--- src/rtl/fft_pitch_detector_if.sv ---
// Valid/ready stream carrying the detected pitch bin index from the detector to its sink.
interface fft_pitch_detector_if #(
  parameter int unsigned N = 10
) ();
  logic [N-1:0] data;
  logic         valid;
  logic         ready;

  modport master (output data, output valid, input ready);
  modport slave  (input data, input valid, output ready);
endinterface

--- src/rtl/fft_pitch_detector.sv ---
// Consumes one FFT output frame, finds the strongest bin in 1..NSamples/2-1 by |X|^2 and
// publishes its index on a valid/ready stream; partial frames are discarded with an abort pulse.
module fft_pitch_detector #(
  parameter int unsigned W         = 16,
  parameter int unsigned NSamples  = 1024,
  parameter logic [2*W:0] THRESHOLD = '0
) (
  input  logic                        clk,
  input  logic                        reset,
  input  logic signed [W-1:0]         fft_output_re,
  input  logic signed [W-1:0]         fft_output_im,
  input  logic                        fft_output_valid,
  fft_pitch_detector_if.master        pitch_output,
  output logic                        overflow,
  output logic                        abort
);

  localparam int unsigned Log  = $clog2(NSamples);
  localparam int unsigned MagW = 2 * W + 1;

  logic [Log-1:0]    cnt_q, cnt_d;
  logic              s1_valid_q, s1_last_q, s1_abort_q;
  logic [Log-1:0]    s1_idx_q;
  logic [2*W-1:0]    s1_rr_q, s1_ii_q, s1_rr_d, s1_ii_d;
  logic              s2_valid_q, s2_last_q, s2_abort_q;
  logic [Log-1:0]    s2_idx_q;
  logic [MagW-1:0]   s2_mag_q, s2_mag_d;
  logic              s3_last_q;
  logic [MagW-1:0]   max_q, max_d;
  logic [Log-1:0]    max_idx_q, max_idx_d;
  logic [Log-1:0]    data_q, data_d;
  logic              valid_q, valid_d;
  logic              overflow_q, overflow_d;
  logic              abort_q;
  logic signed [2*W-1:0] re_x, im_x;
  logic              in_half, below_thr;

  always_comb begin
    cnt_d = fft_output_valid ? cnt_q + Log'(1) : '0;
    re_x  = {{W{fft_output_re[W-1]}}, fft_output_re};
    im_x  = {{W{fft_output_im[W-1]}}, fft_output_im};
    s1_rr_d  = re_x * re_x;
    s1_ii_d  = im_x * im_x;
    s2_mag_d = {1'b0, s1_rr_q} + {1'b0, s1_ii_q};
  end

  // Running peak; the end-of-frame and abort clears land on edges where only a next-frame
  // bin 0 (always ignored) can be in the compare stage.
  always_comb begin
    max_d     = max_q;
    max_idx_d = max_idx_q;
    in_half   = (s2_idx_q != '0) && !s2_idx_q[Log-1];
    if (s3_last_q || s2_abort_q) begin
      max_d     = '0;
      max_idx_d = '0;
    end else if (s2_valid_q && in_half && (s2_mag_q > max_q)) begin
      max_d     = s2_mag_q;
      max_idx_d = s2_idx_q;
    end
  end

  always_comb begin
    // Leading 1 on both sides keeps the compare non-constant when THRESHOLD is zero.
    below_thr  = {1'b1, max_q} < {1'b1, THRESHOLD};
    data_d     = data_q;
    valid_d    = valid_q;
    overflow_d = 1'b0;
    if (s3_last_q) begin
      data_d     = below_thr ? '0 : max_idx_q;
      valid_d    = 1'b1;
      overflow_d = valid_q && !pitch_output.ready;
    end else if (valid_q && pitch_output.ready) begin
      valid_d = 1'b0;
    end
  end

  always_ff @(posedge clk or negedge reset) begin
    if (!reset) begin
      cnt_q      <= '0;
      s1_valid_q <= 1'b0;
      s1_last_q  <= 1'b0;
      s1_abort_q <= 1'b0;
      s1_idx_q   <= '0;
      s1_rr_q    <= '0;
      s1_ii_q    <= '0;
      s2_valid_q <= 1'b0;
      s2_last_q  <= 1'b0;
      s2_abort_q <= 1'b0;
      s2_idx_q   <= '0;
      s2_mag_q   <= '0;
      s3_last_q  <= 1'b0;
      max_q      <= '0;
      max_idx_q  <= '0;
      data_q     <= '0;
      valid_q    <= 1'b0;
      overflow_q <= 1'b0;
      abort_q    <= 1'b0;
    end else begin
      cnt_q      <= cnt_d;
      s1_valid_q <= fft_output_valid;
      s1_last_q  <= fft_output_valid && (&cnt_q);
      s1_abort_q <= !fft_output_valid && (cnt_q != '0);
      s1_idx_q   <= cnt_q;
      s1_rr_q    <= s1_rr_d;
      s1_ii_q    <= s1_ii_d;
      s2_valid_q <= s1_valid_q;
      s2_last_q  <= s1_last_q;
      s2_abort_q <= s1_abort_q;
      s2_idx_q   <= s1_idx_q;
      s2_mag_q   <= s2_mag_d;
      s3_last_q  <= s2_last_q;
      max_q      <= max_d;
      max_idx_q  <= max_idx_d;
      data_q     <= data_d;
      valid_q    <= valid_d;
      overflow_q <= overflow_d;
      abort_q    <= s2_abort_q;
    end
  end

  assign pitch_output.data  = data_q;
  assign pitch_output.valid = valid_q;
  assign overflow           = overflow_q;
  assign abort              = abort_q;

endmodule

--- src/flat_wrapper.sv ---
// flat-port wrapper written by rule: the top's interface ports become plain ports
module fft_pitch_detector_flat 
#(
  parameter int unsigned W         = 16,
  parameter int unsigned NSamples  = 1024,
  parameter logic [2*W:0] THRESHOLD = '0
)
  (clk, reset, fft_output_re, fft_output_im, fft_output_valid, overflow, abort, pitch_output_data, pitch_output_valid, pitch_output_ready);
  fft_pitch_detector_if #(.N(10)) pitch_output_i ();
  input  logic clk;
  input  logic reset;
  input  logic signed [W-1:0] fft_output_re;
  input  logic signed [W-1:0] fft_output_im;
  input  logic fft_output_valid;
  output logic overflow;
  output logic abort;
  output wire logic [$bits(pitch_output_i.data)-1:0] pitch_output_data;
  output wire logic [$bits(pitch_output_i.valid)-1:0] pitch_output_valid;
  input wire logic [$bits(pitch_output_i.ready)-1:0] pitch_output_ready;
  assign pitch_output_data = pitch_output_i.data;
  assign pitch_output_valid = pitch_output_i.valid;
  assign pitch_output_i.ready = pitch_output_ready;
  fft_pitch_detector #(.W(W), .NSamples(NSamples), .THRESHOLD(THRESHOLD)) u_core (.clk(clk), .reset(reset), .fft_output_re(fft_output_re), .fft_output_im(fft_output_im), .fft_output_valid(fft_output_valid), .pitch_output(pitch_output_i), .overflow(overflow), .abort(abort));
endmodule
--- config.mk ---
export PLATFORM = sky130hd
export DESIGN_NAME = fft_pitch_detector_flat
export DESIGN_NICKNAME = d
export VERILOG_FILES = /design/src/rtl/fft_pitch_detector_if.sv /design/src/rtl/fft_pitch_detector.sv /design/src/flat_wrapper.sv
export SDC_FILE = /design/constraint.sdc
export NUM_CORES = 2
export LEC_CHECK = 0
export ABC_AREA = 1
export ABC_CLOCK_PERIOD_IN_PS = 4900
export CAP_MARGIN = 25
export CORE_ASPECT_RATIO = 1.5
export CORE_MARGIN = 2
export CORE_UTILIZATION = 55
export CTS_CLUSTER_DIAMETER = 200
export DETAILED_ROUTE_END_ITERATION = 10
export PLACE_DENSITY = 0.72
export SETUP_SLACK_MARGIN = 0.4
export SYNTH_ARGS = -nofsm -noshare
export SYNTH_HDL_FRONTEND = slang
export SYNTH_SLANG_ARGS = --single-unit
--- constraint.sdc ---
create_clock -name clk -period 4.9 [get_ports clk]
set_clock_uncertainty 0.1 [all_clocks]
set_input_delay 0.98 -clock clk [delete_from_list [all_inputs] [get_ports clk]]
set_output_delay 0.98 -clock clk [all_outputs]
set_load 0.005 [all_outputs]
; After elaboration in Yosys (flattened, before gate mapping)
; Index checks and enable logic that the tools add are counted.
[totals]
out_inout_bits = 13
ff_bits = 190
wordCells = 48
[op_classes]
reduce_logical = 16
muxes = 8
multipliers = 2
n_addsub = 2
n_lt_le_gt_ge = 1
[ops]
columns = cell, count
row1 = 2-to-1 mux 33 bit, 2
row2 = multiplier 16 x 16 -> 32 bit, 2
row3 = adder 32 x 32 -> 33 bit, 1
row4 = > comparator 33 bit, 1
row5 = 2-to-1 mux 10 bit, 3
row6 = nonzero test 10 bit, 2
row7 = adder 10 x 1 -> 10 bit (second input constant), 1
row8 = AND reduction 10 bit, 1
row9 = logical AND 1 bit, 7
row10 = nonzero test 2 bit, 2
row11 = logical NOT 1 bit, 3
row12 = 2-to-1 mux 1 bit, 3
row13 = logical OR 1 bit, 1

; Depth between registers and ports, before layout
; Gate-level depths: netlist of run 1.
[logic_depth]
depth_word = 6
depth_mapped = 27
depth_no_buf = 25

; Worst setup path before layout of run 1
; Ideal clock, no wire load.
[synth_path]
path_type = input -> register
startpoint = input port fft_output_re[3]
endpoint = register u_core.s1_rr_q[31]
slack_ps = -1574
stages = 23
required_ps = 4684
arrival_time_ps = 6257
path_cell_list = clkbuf_1 -> clkbuf_1 -> nand2_1 -> fa_1 -> inv_1 -> fa_1 -> inv_1 -> fa_1 -> fa_1 -> inv_1 -> fa_1 -> inv_1 -> fa_1 -> inv_1 -> ha_1 -> nand2_1 -> nor2_1 -> nand2_1 -> or2_2 -> nand2_1 -> nor2_1 -> nand2_1 -> nand2_1
[synth_between]
elab_chain_len = 1
[synth_rtl]
columns = item, line_no
row1 = from (decl), flat_wrapper.sv:12  ; input logic signed [W-1:0] fft_output_re;
row2 = multiplier 16 x 16 -> 32 bit, fft_pitch_detector.sv:42  ; s1_rr_d = re_x * re_x;
row3 = named net u_core.s1_rr_d[31], fft_pitch_detector.sv:24  ; logic [2*W-1:0] s1_rr_q, s1_ii_q, s1_rr_d, s1_ii_d;
row4 = to (signal assigned), fft_pitch_detector.sv:104  ; s1_rr_q <= s1_rr_d;
row5 = to (decl), fft_pitch_detector.sv:24
; The timed path passes the listed nets, and every way through them passes these cells.
; A chain may end at the register's enable or synchronous reset.

; Worst setup path after layout of run 1
[layout_path]
startpoint = input port fft_output_im[15]
endpoint = register u_core.s1_ii_q[26]
[layout_between]
elab_chain_len = 1
[layout_rtl]
columns = item, line_no
row1 = from (decl), flat_wrapper.sv:13  ; input logic signed [W-1:0] fft_output_im;
row2 = multiplier 16 x 16 -> 32 bit, fft_pitch_detector.sv:43  ; s1_ii_d = im_x * im_x;
row3 = named net u_core.s1_ii_d[26], fft_pitch_detector.sv:24
row4 = to (signal assigned), fft_pitch_detector.sv:105  ; s1_ii_q <= s1_ii_d;
row5 = to (decl), fft_pitch_detector.sv:24
; The timed path passes the listed nets, and every way through them passes these cells.

==> metrics, run 1 <==
status finished with violations; failing checks setup timing; commonest non-fill, non-tap cell in the layout inv_1; number of remaining DRC errors 0; Finish-stage setup viols 48; post-synthesis cell type count 41; crit path time final 5.84 ns; CTS tree yes; Tcrit/Tclk final 119%; placed cells 4280; worst skew pair latency 0.44 ns; cells on worst reg2reg path 12; Final ANT Viol Nets 0; CTS buffer count 17; fmax 171 MHz; starting density of the core 55.7%; Ys Warns 0; xor/xnor cell area share of the yosys netlist 3.30%; Cells after Synth 3270; pin count of the biggest net entering global routing 113; Adder-Cell Fraction of Synth Area 44.9%; Starting DRT DRC Count 1185; Die ar. 52000 µm²; RSZ-0062 raised after global routing yes; CTS Buffer Depth 2; Hold Path Cell Cnt 0; io pins 49; Final TNS setup -31.18 ns; final setup margin -0.940 ns; synthesized area 27600 µm²; clk sink count 188; Compound-Gate Fraction of Synth Area 4.79%; Final Max Slew Viols 0; Core Rows 100; max_cap viols 0; ys flop type dfrtp_1; multiplexer share of the synthesized area 0%; CTS Root Cell clkbuf_16; wire per inst 18.6 µm; first drt pass iteration count 7; Crit. End Element register; EDFF count, synth 0; post-synthesis sequential area ratio 17.0%; Slew @ Worst Pin 0.910 ns; Crit Path Class input port to register; dpl hpwl 62400 µm; GRT overflow 0; H-tree lvl count 4; DRT Wirelength 83100 µm; CP max FO 8; routed vias/inst 5.29; Final Wtd Congestion 0.970; Final Hold Viols 0; crit start category input port; core area 49500 µm²; number of global-route vias before repair 26500; via count 23600; Hold WC Path Type register to register; Placed Area 32900 µm²; Antenna Cells 0; synthesis-stage register bit count 188; global-route wire length before repair 130000 µm; initial antenna violation count 0; Finished Cell Area 37500 µm²; final cell count without fillers 4464; CP arrival 6.07 ns; data required time of the worst path 5.13 ns; total track usage 31.7%; main combinational cell family by area after synthesis adder cells; synthesized net count 4016; Reg clk slew, reported paths 0.08 ns; Slew headroom 39.2%; Die Ht 278 µm; Die Wd 187 µm; Nets 4534; PortBufs 48; commonest cells after routing, fill and taps aside 754 x inv_1, 483 x nand2_1, 415 x fa_1, 402 x buf_4, 188 x dfrtp_1; Syn Area/Cell 8.44 µm²; ys async rst share 100%; simple-gate share of the synthesized area 16.4%; share of cells above drive strength 1 33.8%; Area growth syn-to-layout 35.8%
-- repair_timing --
action | CTS | global route
endpoints found under the hold margin | 0 | 0
endpoints found under the setup margin | 52 | 50
pin swaps | 270 | 166
hold buffers | 0 | 0
cloned | 8 | 0
gates resized for setup | 567 | 317
setup buffers | 110 | 34
-- final timing paths --
| check | to | slack, ns | start |
|---|---|---|---|
| min reg2reg | u_core.s2_abort_q | 0.25 | u_core.s1_abort_q |
| min | u_core.s2_abort_q | 0.25 | u_core.s1_abort_q |
| max in group asynchronous | u_core.cnt_q[9] | 3.21 | reset |
| max reg2reg | u_core.max_q[26] | 1.91 | u_core.max_q[32] |
| min in group asynchronous | u_core.abort | 0.58 | reset |
| max | u_core.s1_ii_q[26] | -0.94 | fft_output_im[15] |
-- metrics by stage --
stage | util [%] | setup slack (ns) | hold slack (ns)
after floorplan | - | -0.914 | 0.231
after global placement | 66.3 | -1.73 | 0.233
after detailed placement | 66.3 | -1.82 | 0.235
after CTS | 72.8 | -0.863 | 0.251
after global routing | 75.7 | -0.988 | 0.260
final | 75.7 | -0.940 | 0.251
-- registers in the layout (all words and copies together), names as in the netlist --
signal	count
u_core.abort	1
u_core.cnt_q	10
u_core.max_idx_q	10
u_core.max_q	33
u_core.overflow	1
u_core.pitch_output.data	10
u_core.pitch_output.valid	1
u_core.s1_abort_q	1
u_core.s1_idx_q	10
u_core.s1_ii_q	31
u_core.s1_last_q	1
u_core.s1_rr_q	31
u_core.s1_valid_q	1
u_core.s2_abort_q	1
u_core.s2_idx_q	10
u_core.s2_last_q	1
u_core.s2_mag_q	33
u_core.s2_valid_q	1
u_core.s3_last_q	1
-- Yosys cell counts, types with 2 or more instances --
library cell,instances,area share (%)
a21boi_0,6,0.16
a21o_1,19,0.52
a21oi_1,114,2.1
a31o_2,4,0.13
a31oi_1,5,0.11
and3_1,5,0.11
buf_1,6,0.082
buf_4,4,0.11
buf_6,4,0.16
clkbuf_1,76,1.0
clkinv_1,2,0.027
dfrtp_1,188,17
fa_1,468,34
ha_1,242,11
inv_1,889,12
nand2_1,648,8.8
nand3_1,90,1.6
nand3_2,31,1.1
nand4_1,72,1.6
nor2_1,169,2.3
nor2_2,2,0.045
nor3_1,25,0.45
nor4_1,2,0.045
o211ai_1,2,0.054
o21a_1,4,0.11
o21ai_0,53,0.96
o21ai_1,2,0.036
o21ai_2,2,0.063
o21bai_1,19,0.52
or2_2,4,0.091
xnor2_1,26,0.83
xor2_1,78,2.5
-- cell families (layout without fill, tap and decap cells) --
logic type / count (synthesis) / count (layout)
and+or+nand+nor: 1053 / 1053
buffers and inverters: 983 / 1514
DFF: 188 / 188
xor gates and xnor gates: 104 / 104
adders and majority gates: 710 / 710
AOI/OAI and AO/OA: 232 / 232
-- routing by layer --
metal,vias to the layer above,GRT usage [%],part of all wire (%)
met2,755,62.2,56
li1,10700,-,-
met1,11800,32.5,34
met5,-,0,0
met4,0,18.6,7.4
met3,361,2.71,3.3
-- final cells by class --
| class | count | area, µm² |
|---|---|---|
| multi-input cells | 2099 | 22400 |
| fillers | 3260 | 12100 |
| repair buffers | 590 | 5520 |
| flip-flops and latches | 188 | 4700 |
| inverters | 892 | 3400 |
| well taps | 663 | 830 |
| clock buffers | 17 | 425 |
| clock inverters | 15 | 223 |
-- worst max-delay path, stage by stage --
cell and delay [ns]:
buf_6 0.10, buf_8 0.13, nand2_2 0.09, inv_2 0.05, fa_1 0.59, inv_2 0.06
fa_2 0.40, fa_1 0.55, inv_1 0.06, fa_1 0.50, fa_1 0.58, inv_2 0.04
fa_1 0.51, inv_2 0.05, ha_4 0.27, a21oi_2 0.19, a21boi_4 0.24, nand2_1 0.07
nand2_1 0.07, nand4_1 0.19, xor2_2 0.33
Power of run 1 is left out: the tool's default activity adds up to more than one toggle a clock period on the data nets, which glitch-free logic cannot reach.
==> run 2, diff against run 1 <==
CORE_UTILIZATION = 60   (was 55)
CTS_BUF_LIST = sky130_fd_sc_hd__clkbuf_4   (was unset)
PLACE_DENSITY = 0.77   (was 0.72)
==> run 2 against run 1 <==
- the run still ends with setup timing left
- critical endpoint is now u_core.s1_ii_q[31]
- first-iteration DRC count is 28% higher
- worst setup slack better by 0.0088 ns
- largest cell class unchanged
- final cell count is 0.43% lower
==> metrics, run 2 (synthesis results as in run 1) <==
commonest cells after routing, fill and taps aside 729 x inv_1, 462 x nand2_1, 402 x buf_4, 401 x fa_1, 188 x dfrtp_1; Final Wtd Congestion 0.930 (-4.1%); Worst path max stage delay 0.65 ns (+0.06 ns); max_cap viols 0 (unchanged); routed vias/inst 5.62 (+6.3%); Final ANT Viol Nets 0 (unchanged); most used cell, CP fa_1; Final Hold Viols 0 (unchanged); H-tree lvl count 4 (unchanged); crit path time final 5.83 ns (-0.00876 ns); number of remaining DRC errors 0 (unchanged); pin count of the biggest net entering global routing 96 (-15%); Die Ht 267 µm (-4.2%); Hold WC Path Type register to register; initial antenna violation count 2 (+2); wire per inst 21.4 µm (+15%); data required time of the worst path 5.32 ns (+0.19 ns); Tcrit/Tclk final 119% (-0.18 points); CTS Root Cell clkbuf_4; clk sink count 188 (unchanged); commonest non-fill, non-tap cell in the layout inv_1; Worst R2R Setup Slack 1.98 ns (+0.07 ns); Die Wd 179 µm (-4.2%); final setup margin -0.931 ns (+0.00876 ns); via count 25000 (+5.8%); placed cells 4227 (-1.2%); Final Max Slew Viols 0 (unchanged); Finish-stage setup viols 47 (-2.1%); PortBufs 48 (unchanged); Die ar. 47800 µm² (-8.2%); CTS tree yes; Area growth syn-to-layout 37.6%; fillers 2352 (-28%); Crit. End Element register; GRT overflow 0 (unchanged); cell family with most CP delay adder cells; critical path, cell by cell dlygate4sd2_1, inv_2, nand2_4, xor2_2, ha_4, o21bai_2, fa_1, fa_1, fa_2, fa_1, inv_1, fa_1, inv_2, ha_4, nand2_2, nand2_2, buf_4, a21oi_4, nor2_1, nor2_2, nand3_2, a21oi_1, nand2_1, nand2_1; Nets 4588 (+1.2%); global-route wire length before repair 136000 µm (+4.2%); status finished with violations; Crit-path slowest cell fa_1; crit start category input port; CTS Buffer Depth 2 (unchanged); Crit Path Class input port to register; top flop regs u_core.max_q: 33 flops, u_core.s2_mag_q: 33 flops; hold_ws 0.263 ns (+0.0129 ns); total track usage 37.3% (+5.5 points); crit path buf inv count 5 (-2); Slew headroom 41.8% (+2.5 points); core area 45600 µm² (-7.9%); worst skew pair latency 0.59 ns (+0.15 ns); Starting DRT DRC Count 1519 (+28%); final cell count without fillers 4445 (-0.43%); DRT Wirelength 95000 µm (+14%); Core Rows 96 (-4.0%); starting density of the core 60.5% (+4.8 points); CP max FO 4 (-4); share of cells above drive strength 1 36.4% (+2.7 points); CP arrival 6.26 ns (+0.19 ns); number of global-route vias before repair 27400 (+3.7%); Slew @ Worst Pin 0.874 ns (-0.0358 ns); RSZ-0062 raised after global routing yes; fmax 172 MHz (+0.15%); failing checks setup timing; Reg clk slew, reported paths 0.17 ns (+0.09 ns); dpl hpwl 63400 µm (+1.5%); CTS buffer count 17 (unchanged); io pins 49 (unchanged); first drt pass iteration count 8 (+1)
[run 2: cell count changes in the layout (fill, tap and decap cells not counted), moves of 8 or more]
cell       delta
nand2_1      -21
fa_2         +14
clkbuf_16    -17
clkbuf_4     +17
inv_1        -25
ha_1          -8
inv_2        +21
buf_6        +41
fa_1         -14
buf_8        +10
nand2_2      +15
[run 2: repair_timing]
| action | 4_1_cts | 5_1_grt |
|---|---|---|
| resized for setup | 724 | 319 |
| gates cloned | 10 | 0 |
| pin swaps | 357 | 263 |
| hold buffers | 0 | 0 |
| endpoints found under the hold margin | 0 | 0 |
| buffers inserted | 141 | 33 |
| setup endpoints to repair | 51 | 52 |
[run 2: final timing paths]
path | startpoint | end | depth (start not counted)
worst max-delay path | fft_output_im[0] | u_core.s1_ii_q[31] | 24
worst min-delay path | u_core.s1_idx_q[9] | u_core.s2_idx_q[9] | 0
worst max register to register | u_core.max_q[32] | u_core.max_q[10] | 12
worst min register to register | u_core.s1_idx_q[9] | u_core.s2_idx_q[9] | 0
max in group asynchronous | reset | u_core.s1_idx_q[9] | 2
min in group asynchronous | reset | u_core.s1_abort_q | 1
[run 2: final cells by class]
class	instances	area, µm²	area share (%)
antenna	2	5.00	0.0132
clock buffer	17	128	0.336
clock inverter	15	193	0.507
inverter	892	3410	8.97
multi-input combinational	2099	22600	59.4
sequential	188	4700	12.4
tap	588	736	1.94
timing repair buffer	644	6240	16.4
[run 2: through the flow]
| step | worst slack, ns | area (µm²) | utilization [%] | setup TNS (ns) |
|---|---|---|---|---|
| 2_1_floorplan | -0.914 | 29400 | - | -29.29 |
| 3_3_place_gp | -1.64 | 32900 | 72.1 | -70.94 |
| 3_5_place_dp | -1.73 | 32900 | 72.1 | -74.08 |
| 4_1_cts | -0.581 | 36500 | 80.0 | -17.20 |
| 5_1_grt | -0.955 | 38000 | 83.2 | -31.58 |
| 6_report | -0.931 | 38000 | 83.2 | -28.69 |
[run 2: per-layer routing]
layer  part of all wire [%]  up-vias  wire length, µm  GRT usage [%]
met4                     11        0            10600           30.0
met2                     52     1195            49200           68.8
li1                       -    10800                -              -
met1                     31    12300            29500           35.9
met3                    6.0      669             5660           5.71
met5                      0        -                0              0
Power of run 2 is left out for the same reason.
